$ cat src/rtl/tank_access.sv
`default_nettype none
// ============================================================================
// Module  : tank_access
// Purpose : Serial delay-line (tank) controller: recirculates the line and
//           performs single-slot read / read-before-write transfers.
// Revision: 1.0
// ============================================================================
module tank_access #(
  parameter int WORD_BITS = 18,
  parameter int WORDS     = 32,
  parameter int ADDR_W    = 5
) (
  input  logic                 clk,
  input  logic                 rst_n,
  input  logic                 tank_out,
  output logic                 tank_in,
  input  logic                 req,
  input  logic                 we,
  input  logic [ADDR_W-1:0]    addr,
  input  logic [WORD_BITS-1:0] wdata,
  output logic [WORD_BITS-1:0] rdata,
  output logic                 ack,
  output logic                 busy
);

  localparam int                  c_bit_w     = (WORD_BITS > 1) ? $clog2(WORD_BITS) : 1;
  localparam logic [c_bit_w-1:0]  c_last_bit  = c_bit_w'(WORD_BITS - 1);
  localparam logic [ADDR_W-1:0]   c_last_word = ADDR_W'(WORDS - 1);

  typedef enum logic [1:0] {
    S_IDLE = 2'd0,
    S_WAIT = 2'd1,
    S_XFER = 2'd2,
    S_DONE = 2'd3
  } state_t;

  state_t                 r_state;
  state_t                 w_state_nxt;
  logic [c_bit_w-1:0]     r_bit_cnt;
  logic [ADDR_W-1:0]      r_word_cnt;
  logic                   r_tank_in;
  logic [WORD_BITS-1:0]   r_rdata;
  logic                   r_we_q;
  logic [ADDR_W-1:0]      r_addr_q;
  logic [WORD_BITS-1:0]   r_wdata_q;
  logic                   w_proc;
  logic                   w_slot_start;
  logic                   w_last_bit;

  assign w_last_bit   = (r_bit_cnt == c_last_bit);
  assign w_slot_start = (r_word_cnt == r_addr_q) && (r_bit_cnt == '0);

  // w_proc marks a cycle in which the current tank bit belongs to the target slot
  always_comb begin
    w_state_nxt = r_state;
    w_proc      = 1'b0;
    case (r_state)
      S_IDLE: begin
        if (req) begin
          w_state_nxt = S_WAIT;
        end
      end
      S_WAIT: begin
        if (w_slot_start) begin
          w_proc      = 1'b1;
          w_state_nxt = S_XFER;
        end
      end
      S_XFER: begin
        w_proc = 1'b1;
        if (w_last_bit) begin
          w_state_nxt = S_DONE;
        end
      end
      S_DONE: begin
        w_state_nxt = S_IDLE;
      end
      default: begin
        w_state_nxt = S_IDLE;
      end
    endcase
  end

  always_ff @(posedge clk or negedge rst_n) begin
    if (!rst_n) begin
      r_state <= S_IDLE;
    end else begin
      r_state <= w_state_nxt;
    end
  end

  // Free-running slot position; it defines which slot is at tank_out each cycle
  always_ff @(posedge clk or negedge rst_n) begin
    if (!rst_n) begin
      r_bit_cnt  <= '0;
      r_word_cnt <= '0;
    end else begin
      if (w_last_bit) begin
        r_bit_cnt <= '0;
        if (r_word_cnt == c_last_word) begin
          r_word_cnt <= '0;
        end else begin
          r_word_cnt <= r_word_cnt + ADDR_W'(1);
        end
      end else begin
        r_bit_cnt <= r_bit_cnt + c_bit_w'(1);
      end
    end
  end

  always_ff @(posedge clk or negedge rst_n) begin
    if (!rst_n) begin
      r_we_q    <= 1'b0;
      r_addr_q  <= '0;
      r_wdata_q <= '0;
    end else if ((r_state == S_IDLE) && req) begin
      r_we_q    <= we;
      r_addr_q  <= addr;
      r_wdata_q <= wdata;
    end
  end

  // The old bit is always captured, so a write also returns the previous word
  always_ff @(posedge clk or negedge rst_n) begin
    if (!rst_n) begin
      r_tank_in <= 1'b0;
      r_rdata   <= '0;
    end else if (w_proc) begin
      r_rdata[r_bit_cnt] <= tank_out;
      r_tank_in          <= r_we_q ? r_wdata_q[r_bit_cnt] : tank_out;
    end else begin
      r_tank_in <= tank_out;
    end
  end

  assign tank_in = r_tank_in;
  assign rdata   = r_rdata;
  assign ack     = (r_state == S_DONE);
  assign busy    = (r_state != S_IDLE);

endmodule
`default_nettype wire

$ cat config.mk
export PLATFORM = sky130hd
export DESIGN_NAME = tank_access
export DESIGN_NICKNAME = d
export VERILOG_FILES = /design/src/rtl/tank_access.sv
export SDC_FILE = /design/constraint.sdc
export NUM_CORES = 1
export LEC_CHECK = 0
export BUFFER_PORTS_ARGS = -buffer_cell sky130_fd_sc_hd__buf_2
export CAP_MARGIN = 20
export CORE_MARGIN = 2
export CORE_UTILIZATION = 49
export DETAILED_ROUTE_END_ITERATION = 8
export PLACE_DENSITY = 0.7
export SLEW_MARGIN = 20
export SYNTH_ARGS = -nofsm -noshare
export SYNTH_HDL_FRONTEND = slang
export SYNTH_SLANG_ARGS = --single-unit
export TNS_END_PERCENT = 30
$ cat constraint.sdc
create_clock -name clk -period 7.2 [get_ports clk]
set_clock_uncertainty 0.2 [all_clocks]
set_input_delay 0.72 -clock clk [delete_from_list [all_inputs] [get_ports clk]]
set_output_delay 0.72 -clock clk [all_outputs]
set_load 0.02 [all_outputs]
==> flow_summary.ini <==
[outcome]
status = completed

[clocking]
cts-root-buf = clkbuf_8
cts-buffers-inserted = 5
ctsResizeCount = 0
cts_hold_buf = 0
cts_buffer_depth = 2
cts_sinks = 55
cts_setup_buffers = 0
cts_tree = done
h-tree-depth = 2
clkTransAtPathRegs_ns = 0.10
clk_latency_ns = 0.31

[critical_path]
crit_arrival_ns = 3.06
slowest_delay_ns = 0.56
crit_slowest_cell = dfrtp_1
endpoint_kind = register
path_cells = inv_1 > ha_1 > or4b_4 > nor4_2 > a32o_2 > nand3_1 > mux2_1
crit_required_ns = 7.20
cp_max_fo = 20
worstSetupPathType = register to register
start_kind = register

[sta]
worst_pin_slew_ns = 1.010
setup_viol = 0
maxSlewViolCount = 0
post-route-period-util = 0.4253
hold_viol = 0
rsz0062_at_grt = false
final.setup.tns_ns = 0
setup_ws_ns = 4.138
finalCriticalPeriod_ns = 3.062
relSlewSlack = 0.3250
clock.fmax_mhz = 326.5

[die]
core_um2 = 5205
die_h_um = 78.15
start_util = 0.5175
die_w_um = 78.15
pin_count = 49
placement_rows = 26
dieArea_um2 = 6107

[synthesis]
ys_types = 36
synth.avg_cell_area_um2 = 12.47
synthCells = 216
synth-xor-area-share = 0.02276
yosys-top-cells-area = dfrtp_1 51%, mux2_2 14%, mux2_1 7.1%
ys_top_cells_by_count = 55 x dfrtp_1, 33 x mux2_2, 19 x nand3_1
synth_top_family_by_area = multiplexers
yosys.area_share.simple = 0.1138
synthMuxAreaShare = 0.2267
yosysSeqAreaShare = 0.5109
synth_most_common_cell = dfrtp_1
synth_edf_count = 0
synth_top_area_frac = 0.5109
async_reset_ff_frac = 1.000
synth_compound_area_frac = 0.03716
synthAdderAreaFrac = 0.05109
synthesis.area_um2 = 2694
yosys_warnings = 0
ys.flop_type = dfrtp_1
yosys.area.top_type = dfrtp_1
syn_nets = 255
ys_ff_latch = 55

[power_and_ir_drop]
sw_frac_of_total = 0.3281
p_comb_frac = 0.353
switchingPower_uw = 355.4
power_frac_clock = 0.194
internal_power_uw = 728.0
powerDensity_nw_per_um2 = 353.6
p_seq_frac = 0.453
vdd_ir_drop_max_mv = 0.2266
p_leak_uw = 0.001400

[global_route]
grt_max_degree = 56
grt_pass1_wl_mm = 8.142
grt_pass1_vias = 1678
grt_use_total = 0.1681
grt_antenna_before_repair = 0
grt-ovfl-total = 0

[layout]
area_growth_pct = 13.75
drive_above_1_share = 0.3716
final_util = 0.5887
diodes = 0
final_area_um2 = 3064
nNetsFinal = 299
final_cells = 331

[place]
dp.cells = 323
place.gp.congestion = 0.7841
dp_slack_ns = 4.124
place_area_um2 = 2947
dpl.hpwl_mm = 3.459
numPortBuffers = 48

[routing]
ant_nets = 0
drtIter0Drc = 88
drc = 0
vias = 1716
wirelength_mm = 4.820
dr.pass1.iters = 4
wl_per_cell_um = 14.56
via_per_inst = 5.184

[job]
drv_cap = 0

[hold_path]
hp-class = register to register
==> metrics by stage <==
stage	hold slack (ns)	power, uW
final	0.2910	1083
after global routing	0.3127	1152
after CTS	0.2920	1097
after detailed placement	0.2761	885.6
after global placement	0.2699	872.7
after floorplan	0.2244	778.2
==> critical path: cells and delay by family (launching register included) <==
| kind | cells | cell delay (ns) |
|---|---|---|
| compound gates | 1 | 0.48 |
| fa+ha+maj | 1 | 0.29 |
| buf+inv | 1 | 0.16 |
| flops | 1 | 0.56 |
| mux | 1 | 0.35 |
| simple gates | 3 | 0.90 |
==> registers in the layout, indices dropped and copies added (netlist names) <==
name and flops:
r_we_q 1, r_wdata_q 18, r_bit_cnt 5, r_addr_q 5, r_word_cnt 5, rdata 18
tank_in 1, r_state 2
==> per-layer routing <==
layer  GRT usage  routed length (um)  share of wire
met5           0                   0              0
met4     0.04561                  51          0.011
met3     0.03908                 202          0.042
met2      0.2612                2252           0.47
met1      0.2384                2313           0.48
==> final timing paths <==
path                       depth (start not counted)            end  slack (ns)         start
hold / removal                                     1       rdata[3]        0.29      rdata[3]
setup reg to reg                                   7       rdata[5]        4.14  r_bit_cnt[0]
hold reg to reg                                    1       rdata[3]        0.29      rdata[3]
setup / recovery                                   7       rdata[5]        4.14  r_bit_cnt[0]
max in group asynchronous                          2  r_wdata_q[17]        6.01         rst_n
min in group asynchronous                          2      rdata[11]        0.32         rst_n
==> cells by family (layout without fill, tap and decap cells) <==
family | after synthesis | in the layout
DFF | 55 | 55
buffers and inverters | 17 | 62
xor gates and xnor gates | 7 | 7
AOI/OAI and AO/OA | 16 | 16
and+or+nand+nor | 57 | 57
muxes | 53 | 53
adders and majority gates | 11 | 11
==> power groups by stage <==
stage | clock network, uW | logic [uW] | registers, uW
final | 210 | 383 | 491
after global routing | 226 | 420 | 506
after CTS | 216 | 389 | 492
after detailed placement | 0 | 387 | 499
after global placement | 0 | 377 | 496
after floorplan | 0 | 245 | 534
==> placed cells by master, fill, tap and decap left out, types with 5 or more instances in the layout <==
master    count
mux2_1       17
dfrtp_1      55
nand3_1      19
o21ai_0       6
clkbuf_8      6
nand2_1      10
xor2_1        5
nor2_1        9
ha_1         11
mux2_2       33
buf_2        48
inv_1         5
==> layout make-up <==
type | count | area (um2)
clock inverters | 2 | 35.03
repair buffers | 49 | 247.7
inverters | 5 | 18.77
multi-input cells | 144 | 1216
clock buffers | 6 | 82.58
well taps | 70 | 87.58
flip-flops and latches | 55 | 1376
fillers | 458 | 2141
No activity file was read; power rests on OpenSTA's default activity.
